--- config.mk ---
export PLATFORM = sky130hd
export DESIGN_NAME = bs_gnrtr_n_rbtr
export DESIGN_NICKNAME = d
export VERILOG_FILES = /design/src/rtl/bus_pkg.sv /design/src/rtl/bs_rbtr_lane.sv /design/src/rtl/bs_gnrtr_n_rbtr.sv
export SDC_FILE = /design/constraint.sdc
export NUM_CORES = 1
export LEC_CHECK = 0
export CORE_ASPECT_RATIO = 1.5
export CORE_MARGIN = 5
export CORE_UTILIZATION = 40
export CTS_BUF_LIST = sky130_fd_sc_hd__clkbuf_8 sky130_fd_sc_hd__clkbuf_16
export CTS_CLUSTER_DIAMETER = 80
export DETAILED_ROUTE_END_ITERATION = 7
export GPL_TIMING_DRIVEN = 0
export PLACE_DENSITY = 0.94
export SLEW_MARGIN = 20
export SYNTH_ARGS = -nofsm -noshare
export SYNTH_HDL_FRONTEND = slang
export SYNTH_SLANG_ARGS = --single-unit
--- constraint.sdc ---
create_clock -name clk -period 3.85 [get_ports clk]
set_input_delay 0.77 -clock clk [delete_from_list [all_inputs] [get_ports clk]]
set_output_delay 0.77 -clock clk [all_outputs]
set_load 0.02 [all_outputs]
--- src/rtl/bus_pkg.sv ---
// bus_pkg: shared FSM states, ID width and destination-ID extraction for the bus arbiter
package bus_pkg;
    localparam int ID_W = 8;
    localparam int PKT_MAX = 1024;
    typedef enum logic [1:0] {IDLE, DELIVER, WAIT} bus_state_e;
    function automatic logic [ID_W-1:0] id_of(input logic [PKT_MAX-1:0] pkt, input int sz);
        return pkt[sz-1 -: ID_W];
    endfunction
endpackage

--- src/rtl/bs_rbtr_lane.sv ---
// bs_rbtr_lane: one bus's round-robin grant FSM, packet register and destination decoder
module bs_rbtr_lane
    import bus_pkg::*;
#(
    parameter int drvrs = 4,
    parameter int pckg_sz = 16,
    parameter logic [ID_W-1:0] broadcast = {ID_W{1'b1}}
) (
    input  logic                            clk,
    input  logic                            reset,
    input  logic [drvrs-1:0]                pndng,
    input  logic [drvrs-1:0][pckg_sz-1:0]   D_pop,
    output logic [drvrs-1:0]                pop,
    output logic [drvrs-1:0]                push,
    output logic [drvrs-1:0][pckg_sz-1:0]   D_push
);
    localparam int PW = $clog2(drvrs);
    bus_state_e state, state_d;
    logic [PW-1:0] last_grant, lg_d, src, src_d, sel, cand;
    logic [pckg_sz-1:0] pkt, pkt_d;
    logic [drvrs-1:0] pop_d, push_d;
    logic [ID_W-1:0] id;
    assign id = id_of(PKT_MAX'(pkt), pckg_sz);
    assign D_push = {drvrs{pkt}};
    // Scan from last_grant+drvrs down to last_grant+1 so the nearest pending device wins
    always_comb begin
        sel = last_grant;
        cand = last_grant;
        for (int k = drvrs; k >= 1; k--) begin
            cand = PW'((int'(last_grant) + k) % drvrs);
            if (pndng[cand]) sel = cand;
        end
    end
    always_comb begin
        state_d = state;
        pop_d = '0;
        push_d = '0;
        pkt_d = pkt;
        lg_d = last_grant;
        src_d = src;
        case (state)
            IDLE: if (|pndng) begin
                pop_d[sel] = 1'b1;
                pkt_d = D_pop[sel];
                lg_d = sel;
                src_d = sel;
                state_d = DELIVER;
            end
            DELIVER: begin
                for (int j = 0; j < drvrs; j++)
                    push_d[j] = (id == broadcast) ? (PW'(j) != src) : (id == ID_W'(j));
                state_d = WAIT;
            end
            default: state_d = IDLE;
        endcase
    end
    always_ff @(posedge clk or negedge reset) begin
        if (!reset) begin
            state <= IDLE;
            pop <= '0;
            push <= '0;
            pkt <= '0;
            last_grant <= PW'(drvrs - 1);
            src <= '0;
        end else begin
            state <= state_d;
            pop <= pop_d;
            push <= push_d;
            pkt <= pkt_d;
            last_grant <= lg_d;
            src <= src_d;
        end
    end
endmodule

--- src/rtl/bs_gnrtr_n_rbtr.sv ---
// bs_gnrtr_n_rbtr: bus generator and arbiter, one independent arbitration lane per bus
module bs_gnrtr_n_rbtr
    import bus_pkg::*;
#(
    parameter int bits = 1,
    parameter int drvrs = 4,
    parameter int pckg_sz = 16,
    parameter logic [ID_W-1:0] broadcast = {8{1'b1}}
) (
    input  logic                                    clk,
    input  logic                                    reset,
    input  logic [bits-1:0][drvrs-1:0]              pndng,
    input  logic [bits-1:0][drvrs-1:0][pckg_sz-1:0] D_pop,
    output logic [bits-1:0][drvrs-1:0]              pop,
    output logic [bits-1:0][drvrs-1:0]              push,
    output logic [bits-1:0][drvrs-1:0][pckg_sz-1:0] D_push
);
    for (genvar i = 0; i < bits; i++) begin : g_lane
        bs_rbtr_lane #(
            .drvrs(drvrs),
            .pckg_sz(pckg_sz),
            .broadcast(broadcast)
        ) u_lane (
            .clk(clk),
            .reset(reset),
            .pndng(pndng[i]),
            .D_pop(D_pop[i]),
            .pop(pop[i]),
            .push(push[i]),
            .D_push(D_push[i])
        );
    end
endmodule

# == After elaboration in Yosys (flattened, before gate mapping) ==
# Index checks and enable logic that the tools add are counted.
# classes
n_shift,0
div_mod_pow,0
n_lt_le_gt_ge,6
mux,25
n_reduce_logical,6
multipliers,0
eq_ne,9
n_addsub,4
bitwise_logic,0
# op_table
cell,count
$bmux 16 s2,1
$eq 8x2->1 const B,2
$mux 16,1
$lt 2x3->1 const B,5
$mux 4,3
$mux 2,5
$mux 1,9
$bmux 1 s2,4
$eq 8x1->1 const B,1
$eq 8x8->1 const B,1
$logic_not 8->1,1
$add 2x1->2 const B,2
$add 2x2->2 const B,2
$ne 2x2->1 const A,2
$pmux 2 s2,1
$reduce_or 4->1,1
$demux 1 s2,1
$eq 2x1->1 const B,1
$ge 2x1->1 const B,1
$logic_not 2->1,1
$ne 1x2->1 const A,1
$ne 2x1->1 const B,1
$reduce_and 2->1,1
$reduce_bool 2->1,1
$logic_and 1x1->1,1
# word_totals
latchBits,0
regBits,30
mem_bits_rw,0
rom_bits,0
input_bits,70
memories,0
out_inout_bits,72
elab_cells,56

# == Longest topological paths before layout ==
# logic_depth
word_depth,13
depth_mapped,7
depth_no_buf,5

# == Worst setup path before layout ==
# Ideal clock, no wire load.
# synth_path
kind,input to register
start,input port pndng[2] in the netlist's numbering
end,register g_lane[0].u_lane.pkt[0]
slack_ps,1863
arrival_time_ps,1893
setup_ps,94
path_buffers,2
cell_stages,6
required_ps,3756
cell_sequence,or3b_1 > buf_6 > and3_4 > buf_8 > mux2i_1 > a211oi_1
# synth_between
elab_chain_len,8
word_cells_on_any_way,16
cone_classes,14 x mux; 2 x reduce/logical
# synth_rtl
item,line_no,source
start: declaration,bs_gnrtr_n_rbtr.sv:12,"input logic [bits-1:0][drvrs-1:0] pndng,"
$bmux 1 s2,bs_rbtr_lane.sv:31,if (pndng[cand]) sel = cand;
$mux 1 (not written as such),bs_rbtr_lane.sv:31,
$mux 2 (4 in a row),bs_rbtr_lane.sv:31,
$bmux 16 s2,bs_rbtr_lane.sv:44,pkt_d = D_pop[sel];
$mux 16 (not written as such),bs_rbtr_lane.sv:44,
end signal: assignment,bs_rbtr_lane.sv:69,pkt <= pkt_d;
end: declaration,bs_rbtr_lane.sv:20,"logic [pckg_sz-1:0] pkt, pkt_d;"
# Several ways; a longest one is shown, not always the timed one. The select of a mux whose other input is x is not followed.
# A chain may end at the register's enable or synchronous reset.

# == Final worst setup path ==
# layout_path
start,input port pndng[1] in the netlist's numbering
end,register g_lane[0].u_lane.pkt[15]
# The elaborated chain is that of the path after synthesis.

==> qor.tcl <==
set qor(place.detailed.instances) 431
set qor(place.detailed.hpwl_um) 6030
set qor(syn-cell-area_mm2) 0.00221
set qor(hold_viol_final) 0
set qor(total_leakage_power_nw) 1.60
set qor(setup.worst_path.class) {input pin to flop}
set qor(finalWirelength_um) 7220
set qor(hold_buffers) 0
set qor(clock_tree_from_tritoncts) {yes}
set qor(dr_iter_0_viols) 96
set qor(synth_cells) 220
set qor(clk_latency_ps) 280
set qor(die_h_um) 101
set qor(post-cts-setup-buffer-count) 0
set qor(yosys_warnings) 0
set qor(number_of_nets_produced_by_synthesis) 290
set qor(fin_tns_setup_ps) 0
set qor(detailroute.via_count) 2130
set qor(worst_path_max_delay_cell) {sky130_fd_sc_hd__clkdlybuf4s50_1}
set qor(synth_seq_cells) 30
set qor(die_area_mm2) 0.00714
set qor(area_delta_synth_final_pct) 71.8
set qor(max_vdd_drop_mv) 0.547
set qor(cp_slowest_stage_delay_ps) 530
set qor(rsz0062_at_grt) {no}
set qor(yosys.cell_types.count) 38
set qor(outcome) {complete, no violations}
set qor(routed_wire_length_per_instance_um) 16.5
set qor(crit_path_max_fanout) 10
set qor(final.period_utilization) 0.620
set qor(cts.repair.resized) 0
set qor(highest_attainable_clock_frequency_mhz) 419
set qor(worst-endpoint-arrival_ps) 2540
set qor(drc_errors) 0
set qor(gp_routability_congestion) 0.760
set qor(clk_pin_slew_worst_paths_ps) 70
set qor(groute.usage.overall) 0.195
set qor(avgViaCountPerCell) 4.85
set qor(nNetsFinal) 438
set qor(slew-limit-headroom) 0.554
set qor(tightestPinTransition_ps) 669
set qor(chipWidth_um) 70.7
set qor(hold_class) {input pin to asynchronous set/reset pin}
set qor(placeableCoreArea_mm2) 0.00541
set qor(numPortBuffers) 141
set qor(layout.cells.most_common_list) {sky130_fd_sc_hd__clkdlybuf4s50_1, sky130_fd_sc_hd__buf_4, sky130_fd_sc_hd__dfrtp_1, sky130_fd_sc_hd__nor2_1, sky130_fd_sc_hd__mux2i_1}
set qor(final.setup_skew_ps) 5.42
set qor(final_cells) 439
set qor(num_rows) 33
set qor(antenna_violating_nets_post_route) 0
set qor(htreeDepth) 2
set qor(cp.required_ps) 4000
set qor(setup.worst_path.start_class) {input pin}
set qor(first_global_vias) 2247
set qor(post-layout-total-power_mw) 3.32
set qor(grt_pass1_wl_um) 10900
set qor(globalRoute.totalOverflow) 0
set qor(antenna_cells_inserted) 0
set qor(grt_start_max_net_pins) 31
set qor(floorplan.initialDensity) 0.408
set qor(max-clock-path-buffers) 2
set qor(ios) 142
set qor(drt_first_pass_iters) 4
set qor(cts.sinks) 30
set qor(pwr_density_cell_mw_per_mm2) 874
set qor(initial_antenna_violation_count) 0
set qor(layout.cells.most_common) {sky130_fd_sc_hd__clkdlybuf4s50_1}
set qor(setup.worst_path.end_class) {flop}
set qor(numCtsBuffers) 5
set qor(max-cap-violations) 0
set qor(seq_area_frac_synth) 0.341
set qor(final_max_slew_viol_count) 0
set qor(worstPathCellList) {clkdlybuf4s50_1 -> nor2b_2 -> o21ai_4 -> and2_1 -> buf_4 -> buf_6 -> a221oi_1 -> a211oi_1}
set qor(final-setup-viol-count) 0
set qor(drive_gt1_frac) 0.238
set qor(post-route-min-period_ps) 2390
set qor(clock_tree.root_cell) {sky130_fd_sc_hd__clkbuf_8}
set qor(syn_area_per_cell_um2) 10.0
## cells by family after synthesis
group           share of synthesized area
flops                               0.341
compound gates                      0.199
buf+inv                             0.227
mux                                0.0725
simple gates                        0.160
## Yosys cell counts
cell type / count / share of area
sky130_fd_sc_hd__buf_4: 49 / 0.17
sky130_fd_sc_hd__dfrtp_1: 28 / 0.32
sky130_fd_sc_hd__nor2_1: 22 / 0.037
sky130_fd_sc_hd__mux2i_1: 16 / 0.073
sky130_fd_sc_hd__and2_1: 13 / 0.037
sky130_fd_sc_hd__a211oi_1: 11 / 0.037
sky130_fd_sc_hd__a221oi_1: 11 / 0.044
sky130_fd_sc_hd__buf_6: 6 / 0.031
sky130_fd_sc_hd__a211oi_2: 5 / 0.028
sky130_fd_sc_hd__a221oi_2: 5 / 0.034
sky130_fd_sc_hd__and2_0: 5 / 0.014
sky130_fd_sc_hd__inv_1: 5 / 0.0085
sky130_fd_sc_hd__a21oi_1: 4 / 0.0091
sky130_fd_sc_hd__a311oi_1: 3 / 0.012
sky130_fd_sc_hd__nor2b_1: 3 / 0.0085
sky130_fd_sc_hd__o21ai_0: 3 / 0.0068
sky130_fd_sc_hd__a31oi_1: 2 / 0.0057
sky130_fd_sc_hd__and3_1: 2 / 0.0057
sky130_fd_sc_hd__buf_2: 2 / 0.0045
sky130_fd_sc_hd__buf_8: 2 / 0.014
sky130_fd_sc_hd__clkbuf_1: 2 / 0.0034
sky130_fd_sc_hd__dfstp_2: 2 / 0.024
sky130_fd_sc_hd__nand4_1: 2 / 0.0057
sky130_fd_sc_hd__nor4_2: 2 / 0.011
sky130_fd_sc_hd__o21ai_1: 2 / 0.0045
sky130_fd_sc_hd__and3_4: 1 / 0.0051
sky130_fd_sc_hd__nand2_1: 1 / 0.0017
sky130_fd_sc_hd__nand2b_1: 1 / 0.0028
sky130_fd_sc_hd__nand3_4: 1 / 0.0079
sky130_fd_sc_hd__nor2b_2: 1 / 0.0040
sky130_fd_sc_hd__nor3_1: 1 / 0.0023
sky130_fd_sc_hd__nor3_4: 1 / 0.0074
sky130_fd_sc_hd__o211ai_1: 1 / 0.0034
sky130_fd_sc_hd__o21ai_2: 1 / 0.0040
sky130_fd_sc_hd__o21ai_4: 1 / 0.0074
sky130_fd_sc_hd__o21bai_1: 1 / 0.0034
sky130_fd_sc_hd__or3b_1: 1 / 0.0040
sky130_fd_sc_hd__or4_4: 1 / 0.0051
## registers in the layout, indices dropped and copies added, names as in the netlist
name,flops
g_lane.u_lane.push,4
g_lane.u_lane.src,2
g_lane.u_lane.state,2
g_lane.u_lane.pkt,16
g_lane.u_lane.pop,4
g_lane.u_lane.last_grant,2
## report_power, final
group	internal, mW	switching [mW]	leakage (nW)
Combinational	1.27	1.13	1.19
Clock	0.141	0.117	0.0524
Sequential	0.462	0.197	0.356
## final timing paths
| kind | to | slack (ps) | cells after the start | start |
|---|---|---|---|---|
| max | g_lane[0].u_lane.pkt[15] | 1460 | 8 | pndng[1] |
| max reg2reg | g_lane[0].u_lane.pkt[15] | 1950 | 6 | g_lane[0].u_lane.last_grant[0] |
| min reg2reg | g_lane[0].u_lane.push[3] | 530 | 1 | g_lane[0].u_lane.src[1] |
| min in group clk | g_lane[0].u_lane.push[3] | 530 | 1 | g_lane[0].u_lane.src[1] |
| min | g_lane[0].u_lane.pkt[7] | 520 | 1 | reset |
| max in group asynchronous | g_lane[0].u_lane.pop[0] | 2890 | 1 | reset |
## metrics by stage
| step | setup slack, ps | utilization | hold slack (ps) | area, µm² |
|---|---|---|---|---|
| 2_1_floorplan | 1860 | - | 474 | 2210 |
| 3_3_place_gp | 1260 | 0.685 | 499 | 3710 |
| 3_5_place_dp | 1210 | 0.684 | 510 | 3700 |
| 4_1_cts | 1500 | 0.701 | 519 | 3790 |
| 5_1_grt | 1390 | 0.701 | 533 | 3790 |
| 6_report | 1460 | 0.701 | 521 | 3790 |
## per-layer routing
metal  vias up  routed length (µm)  global-route usage
met4         0                 192              0.0912
met1       978                2530               0.205
met5         -                   0                   0
met2       103                3960               0.361
li1       1034                   -                   -
met3        15                 543              0.0489
## area by class of cell
type | count | area, µm²
clock inverters | 2 | 8.76
repair buffers | 141 | 1410
clock buffers | 6 | 82.6
well taps | 70 | 87.6
plain buffers | 61 | 483
inverters | 5 | 18.8
fillers | 432 | 1620
flip-flops and latches | 30 | 753
multi-input cells | 124 | 953
## critical path: cells and delay by family
kind / cells / cell delay, ps
compound gates: 3 / 520
simple gates: 2 / 400
buf+inv: 3 / 830
No activity file was read; power rests on OpenSTA's default activity.
